`config.mk`:
```
export PLATFORM = sky130hd
export DESIGN_NAME = seg_scan_driver
export DESIGN_NICKNAME = d
export VERILOG_FILES = /design/src/rtl/seg7_pkg.sv /design/src/rtl/bcd_to_seg7.sv /design/src/rtl/seg_scan_driver.sv
export SDC_FILE = /design/constraint.sdc
export NUM_CORES = 1
export LEC_CHECK = 0
export ABC_AREA = 1
export CAP_MARGIN = 30
export CORE_MARGIN = 2
export CORE_UTILIZATION = 45
export CTS_CLUSTER_DIAMETER = 40
export DETAILED_ROUTE_END_ITERATION = 7
export PLACE_DENSITY = 0.73
export SYNTH_ARGS = -nofsm -noshare
export SYNTH_HDL_FRONTEND = slang
export SYNTH_SLANG_ARGS = --single-unit
```
`constraint.sdc`:
```
create_clock -name clk -period 4.11 [get_ports clk]
set_clock_uncertainty 0.05 [all_clocks]
set_input_delay 0.6165 -clock clk [delete_from_list [all_inputs] [get_ports clk]]
set_output_delay 0.6165 -clock clk [all_outputs]
set_load 0.005 [all_outputs]
```
`src/rtl/seg7_pkg.sv`:
```
// seg7_pkg: shared constants and state type for the seven-segment scan driver.
`default_nettype none

package seg7_pkg;

   localparam int NUM_DIGITS = 8;

   // Active-low {g,f,e,d,c,b,a} patterns for a common-anode display
   localparam logic [6:0] SEG_0     = 7'h40;
   localparam logic [6:0] SEG_1     = 7'h79;
   localparam logic [6:0] SEG_2     = 7'h24;
   localparam logic [6:0] SEG_3     = 7'h30;
   localparam logic [6:0] SEG_4     = 7'h19;
   localparam logic [6:0] SEG_5     = 7'h12;
   localparam logic [6:0] SEG_6     = 7'h02;
   localparam logic [6:0] SEG_7     = 7'h78;
   localparam logic [6:0] SEG_8     = 7'h00;
   localparam logic [6:0] SEG_9     = 7'h10;
   localparam logic [6:0] SEG_DASH  = 7'h3F;
   localparam logic [6:0] SEG_BLANK = 7'h7F;

   typedef enum logic [0:0] {
      BLANK = 1'b0,
      SHOW  = 1'b1
   } state_t;

endpackage

`default_nettype wire

```
`src/rtl/bcd_to_seg7.sv`:
```
// bcd_to_seg7: combinational BCD to active-low seven-segment decoder.
`default_nettype none

module bcd_to_seg7
   import seg7_pkg::*;
(
   input  logic [3:0] bcd,
   output logic [6:0] seg
);

   always_comb begin
      seg = SEG_BLANK;
      case (bcd)
         4'd0:    seg = SEG_0;
         4'd1:    seg = SEG_1;
         4'd2:    seg = SEG_2;
         4'd3:    seg = SEG_3;
         4'd4:    seg = SEG_4;
         4'd5:    seg = SEG_5;
         4'd6:    seg = SEG_6;
         4'd7:    seg = SEG_7;
         4'd8:    seg = SEG_8;
         4'd9:    seg = SEG_9;
         4'hF:    seg = SEG_BLANK;
         default: seg = SEG_DASH;
      endcase
   end

endmodule

`default_nettype wire

```
`src/rtl/seg_scan_driver.sv`:
```
// seg_scan_driver: 8-digit multiplexed common-anode display scanner with
// anti-ghost blanking, leading-zero suppression and per-digit decimal points.
`default_nettype none

module seg_scan_driver
   import seg7_pkg::*;
#(
   parameter int SCAN_DIV  = 8,
   parameter int BLANK_CYC = 2
)(
   input  logic       clk,
   input  logic       rst,
   input  logic       en,
   input  logic       lz_en,
   input  logic [7:0] dp_mask,
   input  logic [3:0] digit_in,
   output logic [2:0] sel,
   output logic [6:0] seg,
   output logic       dp,
   output logic [7:0] an,
   output logic       frame_tick
);

   localparam int            CW       = $clog2(SCAN_DIV);
   localparam logic [CW-1:0] CNT_LAST = CW'(SCAN_DIV - 1);
   localparam logic [CW-1:0] CAP_AT   = CW'(BLANK_CYC - 1);
   localparam logic [2:0]    LAST_SEL = 3'(NUM_DIGITS - 1);

   logic [CW-1:0] div_cnt, div_d;
   state_t        state, state_d;
   logic [2:0]    sel_d;
   logic          lz_flag, lz_d;
   logic [3:0]    dig_q, dig_d;
   logic [6:0]    seg_d, dec_seg;
   logic          dp_d, ft_d, suppress, capture;
   logic [7:0]    an_d;

   // Outputs are registered, so the decoder looks at the value dig_q is about
   // to take; this lets the segments be valid on the very first lit cycle.
   assign capture = en && (div_cnt == CAP_AT);
   assign dig_d   = capture ? digit_in : dig_q;

   bcd_to_seg7 u_dec (
      .bcd (dig_d),
      .seg (dec_seg)
   );

   always_ff @(posedge clk or posedge rst) begin
      if (rst) begin
         div_cnt    <= '0;
         state      <= BLANK;
         sel        <= 3'd0;
         lz_flag    <= 1'b1;
         dig_q      <= 4'hF;
         seg        <= SEG_BLANK;
         dp         <= 1'b1;
         an         <= 8'hFF;
         frame_tick <= 1'b0;
      end else begin
         div_cnt    <= div_d;
         state      <= state_d;
         sel        <= sel_d;
         lz_flag    <= lz_d;
         dig_q      <= dig_d;
         seg        <= seg_d;
         dp         <= dp_d;
         an         <= an_d;
         frame_tick <= ft_d;
      end
   end

   always_comb begin
      div_d    = div_cnt;
      state_d  = state;
      sel_d    = sel;
      lz_d     = lz_flag;
      seg_d    = seg;
      dp_d     = dp;
      an_d     = an;
      ft_d     = 1'b0;
      suppress = 1'b0;

      if (!en) begin
         div_d   = '0;
         sel_d   = 3'd0;
         state_d = BLANK;
         lz_d    = 1'b1;
         an_d    = 8'hFF;
         seg_d   = SEG_BLANK;
         dp_d    = 1'b1;
      end else if (div_cnt == CNT_LAST) begin
         div_d   = '0;
         sel_d   = sel + 3'd1;
         state_d = BLANK;
         an_d    = 8'hFF;
         seg_d   = SEG_BLANK;
         dp_d    = 1'b1;
         if (sel == LAST_SEL) begin
            ft_d = 1'b1;
            lz_d = 1'b1;
         end
      end else begin
         div_d = div_cnt + 1'b1;
         if (capture) begin
            // The rightmost digit is never suppressed so a zero value still reads "0"
            suppress = lz_en && lz_flag && (digit_in == 4'd0) && (sel != LAST_SEL);
            if (!suppress)
               lz_d = 1'b0;
            state_d = SHOW;
            seg_d   = suppress ? SEG_BLANK : dec_seg;
         end
         if (state_d == SHOW) begin
            an_d = ~(8'd1 << sel);
            dp_d = ~dp_mask[sel];
         end
      end
   end

endmodule

`default_nettype wire

```
==> metrics.log, run 1 <==
[metrics] cell with the most instances after synthesis: nand2_1
[metrics] Gates resized, CTS repair: 0
[metrics] flop and latch count out of synthesis: 29
[metrics] ranking of synthesized cells by area: dfstp_2 35%, dfrtp_1 13%, ha_1 9.4%, nand2_1 7.3%, nor2_1 6.6%
[metrics] maximum capacitance violations: 0
[metrics] number of antenna violations at the first check in global routing: 0
[metrics] all-layer global routing usage: 18.0%
[metrics] Yosys top cell area share: between 30% and 40%
[metrics] actual transition at the worst max-transition pin: approximately 0.44 ns
[metrics] Total Power: ~0.00074 W
[metrics] Max rail drop VDD: 302 uV
[metrics] Place WS: 1.62 ns
[metrics] Sw Pwr: 0.000223 W
[metrics] internal reg-to-reg setup slack: 2.28 ns
[metrics] number of nets in the synthesized netlist: 210
[metrics] Internal: 0.000516 W
[metrics] share of post-route cells with drive strength above 1: a little under a quarter
[metrics] synthesized area: 1600 sq um
[metrics] # nets final: 252
[metrics] power per cell area: around 350 nW/um^2
[metrics] die area: 4040 sq um
[metrics] Seq/Total Area, Yosys: 47.1%
[metrics] switch share: 30.2%
[metrics] via count of the first global-routing pass: 1282
[metrics] Adder-Cell Fraction of Synth Area: 9.41%
[metrics] count of TritonRoute iterations in the first routing pass: 4
[metrics] library cells used by synthesis: 25
[metrics] async set or reset register ratio after synthesis: 100%
[metrics] y dimension of the die: 63.5 microns
[metrics] share of total power in the clock network: 26.4%
[metrics] number of placed instances, taps included: 263
[metrics] number of placement rows: 21
[metrics] synthesis warning total: 0
[metrics] type of element launching the critical path: input pin
[metrics] count of nets left with antenna violations after detail routing: 0
[metrics] library cell with the largest summed area after synthesis: dfstp_2
[metrics] combinational share of power: 27.1%
[metrics] Leak: 0.937 nW
[metrics] cells after synthesis: approximately 180
[metrics] status: finished clean
[metrics] Post-Route WL: a little over 3 mm
[metrics] CTS Buffer Depth: 2
[metrics] Max FO, Critical Path: 10
[metrics] Vias per Instance: 4.68
[metrics] Critical Path RT: 4.32 ns
[metrics] maximum number of pins on one net before global-route repair: 21
[metrics] setup tns final: 0 ns
[metrics] Top FF cell, synth: dfstp_2
[metrics] number of sinks handled by clock tree synthesis: 29
[metrics] total number of vias: between 1000 and 1500
[metrics] global-route wire length before repair: approximately 5.7 mm
[metrics] share of the cycle needed by the critical path after routing: 51.9%
[metrics] multiplexer fraction of the synthesized cell area: 0%
[metrics] count of pins over their slew limit: 0
[metrics] TritonCTS clock tree: done
[metrics] starting DRC count in detailed routing: 47
[metrics] Layout Cells excl Fill: 271
[metrics] classification of the worst-slack hold path: flop to flop
[metrics] list of most frequent post-synthesis cells: 31 x nand2_1, 28 x nor2_1, 21 x dfstp_2, 21 x inv_1
[metrics] tightest slew margin relative to the limit: 70.4%
[metrics] Area Growth Syn to Fin: 31.2%
[metrics] XOR/XNOR share of the synthesized area: 0%
[metrics] post-synthesis simple-gate area fraction: 26.9%
[metrics] power share of the sequential group: a little under half
[metrics] DRC violations left: 0
[metrics] minimum setup slack in the final design: 1.98 ns
[metrics] GP Congestion: between 0.8 and 0.9
[metrics] effective utilization at floorplan: 47.4%
[metrics] hold buffer count at cts: 0
[metrics] placeable core region: about 3400 sq um
[metrics] setup fix buffers added after clock tree synthesis: 0
[metrics] Port Buf Inserts: 35
[metrics] Ports: 36
[metrics] final setup violating endpoints: 0
[metrics] post-DP HPWL: 2.40 mm
[metrics] main combinational cell family by area after synthesis: simple AND/OR/NAND/NOR gates
[metrics] WP data arrival: 2.35 ns
[metrics] unrepaired setup endpoints after global routing: false
[metrics] type of the worst setup path: input pin to flop
[metrics] number of failing hold endpoints at the final stage: 0
[metrics] total inserted antenna cells: 0
[metrics] post-synthesis compound-gate area fraction: 9.96%
[metrics] insertion delay of the later-clocked pin in the worst-skew pair: 0.33 ns
[metrics] number of buffers created by CTS: 5
[metrics] remaining global-route overflow: 0
[metrics] DR WL/cell: 11.3 microns
[metrics] root cell of the clock tree: clkbuf_4
[metrics] min Tclk post-route: 2.13 ns
[metrics] Max H-tree Level: 2
[metrics] timing-limited maximum frequency: 469 MHz
[metrics] count of flip-flops with a built-in enable after synthesis: 0
[metrics] crit path capture type: flop
[metrics] die width: roughly 64 microns
[metrics] Clock Pin Slew Worst Setup and Hold Paths: 0.09 ns
[metrics] per-instance average area after synthesis: between 8 and 9 sq um
## layout make-up
class | count | area (sq um)
clock buffer | 7 | 65.1
clock inverter | 1 | 5.00
fill | 328 | 1270
inverter | 26 | 97.6
multi-input combinational | 126 | 738
sequential | 29 | 752
tap | 46 | 57.6
timing repair buffer | 36 | 378
## power groups by stage
| stage | sequential, W | clock [W] | combinational [W] |
|---|---|---|---|
| after floorplan | 0.000347 | 0 | 0.000131 |
| after global placement | 0.000348 | 0 | 0.000196 |
| after detailed placement | 0.000348 | 0 | 0.000202 |
| after CTS | 0.000344 | 0.000202 | 0.000202 |
| after global routing | 0.000348 | 0.000215 | 0.000230 |
| final | 0.000343 | 0.000195 | 0.000200 |
## worst paths after layout
kind	startpoint	endpoint	cells after the start
max	en	seg[3]	9
min	div_cnt[0]	div_cnt[0]	1
max reg2reg	div_cnt[0]	an[1]	10
min reg2reg	div_cnt[0]	div_cnt[0]	1
max in group asynchronous	rst	an[1]	3
min in group asynchronous	rst	seg[0]	2
## logic make-up (layout without fill, tap and decap cells)
logic type      after synthesis  count (layout)
buf+inv                      27              70
fa+ha+maj                    12              12
flops                        29              29
simple gates                 88              88
compound gates               26              26
## metal layers
metal / vias to the layer above / GRT usage (%) / routed length [microns]
li1: 660 / - / -
met1: 578 / 25.5 / 1590
met2: 26 / 26.1 / 1270
met3: 5 / 4.11 / 161
met4: 0 / 8.15 / 49
met5: - / 0 / 0
## worst max-delay path, cell delays in order
cell             delay [ns]
clkdlybuf4s50_1        0.74
nand4_1                0.21
nand2_4                0.14
inv_1                  0.07
ha_1                   0.29
nand2_1                0.05
nand2_1                0.07
nand2_1                0.04
a21oi_1                0.11
## cells in the final DEF, fill, tap and decap left out, drive strengths merged
| master | netlist | layout |
|---|---|---|
| nor2 | 30 | 30 |
| o21bai | 1 | 1 |
| clkdlybuf4s50 | 0 | 35 |
| clkinv | 0 | 1 |
| nor3 | 2 | 2 |
| nand4 | 3 | 3 |
| buf | 1 | 1 |
| a21oi | 13 | 13 |
| o22ai | 2 | 2 |
| o21ai | 9 | 9 |
| nand3 | 11 | 11 |
| a31oi | 1 | 1 |
| dfstp | 21 | 21 |
| dfrtp | 8 | 8 |
| clkbuf | 0 | 7 |
| ha | 12 | 12 |
| or2 | 1 | 1 |
| inv | 26 | 26 |
| nand2 | 41 | 41 |
## registers in the layout, summed over array words and instances (netlist names)
| signal | flops |
|---|---|
| dig_q | 4 |
| seg | 7 |
| div_cnt | 3 |
| lz_flag | 1 |
| dp | 1 |
| an | 8 |
| state | 1 |
| sel | 3 |
| frame_tick | 1 |
## metrics by stage
stage / util, % / hold slack (ns) / cell area (sq um)
2_1_floorplan: - / 0.387 / 1600
3_3_place_gp: 59.3 / 0.409 / 2000
5_1_grt: 62.2 / 0.466 / 2090
3_5_place_dp: 60.2 / 0.413 / 2020
4_1_cts: 62.2 / 0.435 / 2090
6_report: 62.2 / 0.430 / 2090
No activity file was read; power rests on OpenSTA's default activity.
==> run 2: changes to the inputs <==
--- a/config.mk
+++ b/config.mk
@@ -11,7 +11,7 @@
 export CORE_UTILIZATION = 45
 export CTS_CLUSTER_DIAMETER = 40
 export DETAILED_ROUTE_END_ITERATION = 7
-export PLACE_DENSITY = 0.73
+export PLACE_DENSITY = 0.76
 export SYNTH_ARGS = -nofsm -noshare
 export SYNTH_HDL_FRONTEND = slang
 export SYNTH_SLANG_ARGS = --single-unit
==> constraint.sdc (replaced) <==
create_clock -name clk -period 1.79 [get_ports clk]
set_clock_uncertainty 0.05 [all_clocks]
set_input_delay 0.2685 -clock clk [delete_from_list [all_inputs] [get_ports clk]]
set_output_delay 0.2685 -clock clk [all_outputs]
set_load 0.005 [all_outputs]
==> metrics.log, run 2 (synthesized netlist as in run 1, its figures left out) <==
[metrics] status: finished clean
[metrics] count of TritonRoute iterations in the first routing pass: 4
[metrics] y dimension of the die: 63.5 microns
[metrics] registers with the most flip-flops: an: 8 flops, seg: 7 flops, dig_q: 4 flops
[metrics] number of placement rows: 21
[metrics] type of element launching the critical path: flop
[metrics] tightest slew margin relative to the limit: 76.3%
[metrics] global-route wire length before repair: 6.11 mm
[metrics] TritonCTS clock tree: done
[metrics] Critical Path RT: between 1 and 1.5 ns
[metrics] Hold Worst Slack: ~0.24 ns
[metrics] insertion delay of the later-clocked pin in the worst-skew pair: 0.34 ns
[metrics] Ports: 36
[metrics] internal reg-to-reg setup slack: 0.10 ns
[metrics] Clock Pin Slew Worst Setup and Hold Paths: 0.10 ns
[metrics] most frequent cells in the layout: 35 x clkdlybuf4s50_1, 30 x nand2_1, 26 x nor2_1
[metrics] die width: ~64 microns
[metrics] maximum number of pins on one net before global-route repair: 30
[metrics] timing-limited maximum frequency: 587 MHz
[metrics] placeable core region: 3360 sq um
[metrics] Layout Cells excl Fill: 289
[metrics] DRC violations left: 0
[metrics] hold buffer count at cts: 0
[metrics] number of failing hold endpoints at the final stage: 0
[metrics] count of pins over their slew limit: 0
[metrics] WP data arrival: 1.39 ns
[metrics] unrepaired setup endpoints after global routing: false
[metrics] number of gates on the worst path with buffers counted: 1
[metrics] all-layer global routing usage: 19.9%
[metrics] DR WL/cell: 12.0 microns
[metrics] r2r startpoint: div_cnt[0]
[metrics] number of flip-flops in the largest register: 8
[metrics] number of placed instances, taps included: between 200 and 300
[metrics] type of the worst setup path: flop to output port
[metrics] count of nets left with antenna violations after detail routing: 0
[metrics] Total Power: between 0.0015 and 0.002 W
[metrics] min Tclk post-route: 1.70 ns
[metrics] final setup violating endpoints: 0
[metrics] total number of vias: 1371
[metrics] root cell of the clock tree: clkbuf_4
[metrics] total inserted antenna cells: 0
[metrics] actual transition at the worst max-transition pin: 0.352 ns
[metrics] Reg-to-Reg End: an[5]
[metrics] via count of the first global-routing pass: 1384
[metrics] remaining global-route overflow: 0
[metrics] Max H-tree Level: 2
[metrics] # nets final: 270
[metrics] GP Congestion: 0.811
[metrics] CTS Buffer Depth: 2
[metrics] maximum capacitance violations: 0
[metrics] starting DRC count in detailed routing: 68
[metrics] most common cell after layout, fill and taps aside: clkdlybuf4s50_1
[metrics] Leak: 1.03 nW
[metrics] number of antenna violations at the first check in global routing: 0
[metrics] number of sinks handled by clock tree synthesis: 29
[metrics] Max FO, Critical Path: 2
[metrics] classification of the worst-slack hold path: input pin to async pin
[metrics] die area: a little over 4000 sq um
[metrics] Vias per Instance: 4.74
[metrics] Area Growth Syn to Fin: 42.7%
[metrics] share of post-route cells with drive strength above 1: 32.5%
[metrics] cell class contributing the biggest share of worst-path delay: flip-flops
[metrics] crit path capture type: output port
[metrics] Crit-path slowest cell: dfstp_2
[metrics] WP buf/inv: 1
[metrics] list of cells traversed by the critical path: clkdlybuf4s50_1
[metrics] Register-to-Register Path Depth: 8
[metrics] Port Buf Inserts: 35
[metrics] number of filler instances in the final layout: ~300
[metrics] Max rail drop VDD: a little under 600 uV
[metrics] stage delay of the slowest cell on the critical path: 0.55 ns
[metrics] number of buffers created by CTS: 5
[metrics] share of the cycle needed by the critical path after routing: 95.2%
[metrics] post-DP HPWL: 2.75 mm
[metrics] Post-Route WL: 3.46 mm
[metrics] effective utilization at floorplan: between 40% and 50%
[metrics] power per cell area: 855 nW/um^2
[metrics] register bank with the most flops: an
run 2: how the worst max path moves through the flow:
stage                    start  endpoint  slack, ns
floorplan           div_cnt[0]    seg[3]       0.11
global placement            en    seg[3]      -0.06
detailed placement          en    seg[3]      -0.17
CTS                 div_cnt[1]    seg[3]       0.02
global route        div_cnt[0]    seg[1]      0.002
finish                   an[6]     an[6]       0.09
run 2: layer usage:
layer	global-route usage (%)	routed length, microns	up-vias	share of wire [%]
li1	-	-	700	-
met1	24.3	1620	640	47
met2	33.2	1660	26	48
met3	6.61	135	5	3.9
met4	6.52	44	0	1.3
met5	0	0	-	0
run 2: cell type report:
class | instances | area, sq um | share of cell area, %
Multi-Input combinational cell | 126 | 777 | 34.1
Sequential cell | 29 | 752 | 33.0
Timing Repair Buffer | 54 | 493 | 21.6
Inverter | 26 | 100 | 4.40
Clock buffer | 6 | 62.6 | 2.75
Tap cell | 46 | 57.6 | 2.53
Clock inverter | 2 | 35.0 | 1.54
run 2: per-stage QoR:
| stage | area [sq um] | util [%] | setup TNS, ns | setup WS [ns] |
|---|---|---|---|---|
| 2_1_floorplan | 1600 | - | 0 | 0.106 |
| 3_3_place_gp | 2120 | 63.1 | -0.386 | -0.0641 |
| 3_5_place_dp | 2120 | 63.1 | -1.04 | -0.174 |
| 4_1_cts | 2220 | 66.1 | 0 | 0.0192 |
| 5_1_grt | 2280 | 67.7 | 0 | 0.00200 |
| 6_report | 2280 | 67.7 | 0 | 0.0856 |
run 2: timing repair:
item	in CTS	in global routing
pin swaps	0	4
setup endpoints to repair	1	13
resized for setup	1	9
setup buffers	0	2
run 2: where the power goes:
group	internal [W]	switching, W	leakage (nW)
clock network	0.000376	0.000246	0.0534
registers	0.000756	0.0000333	0.329
logic	0.000254	0.000281	0.646
==> run 3: changes to the inputs <==
--- a/config.mk
+++ b/config.mk
@@ -15,3 +15,4 @@
 export SYNTH_ARGS = -nofsm -noshare
 export SYNTH_HDL_FRONTEND = slang
 export SYNTH_SLANG_ARGS = --single-unit
+export TNS_END_PERCENT = 30
==> results of run 3 <==
The final DEF is identical to that of run 2; final timing and power are the same.
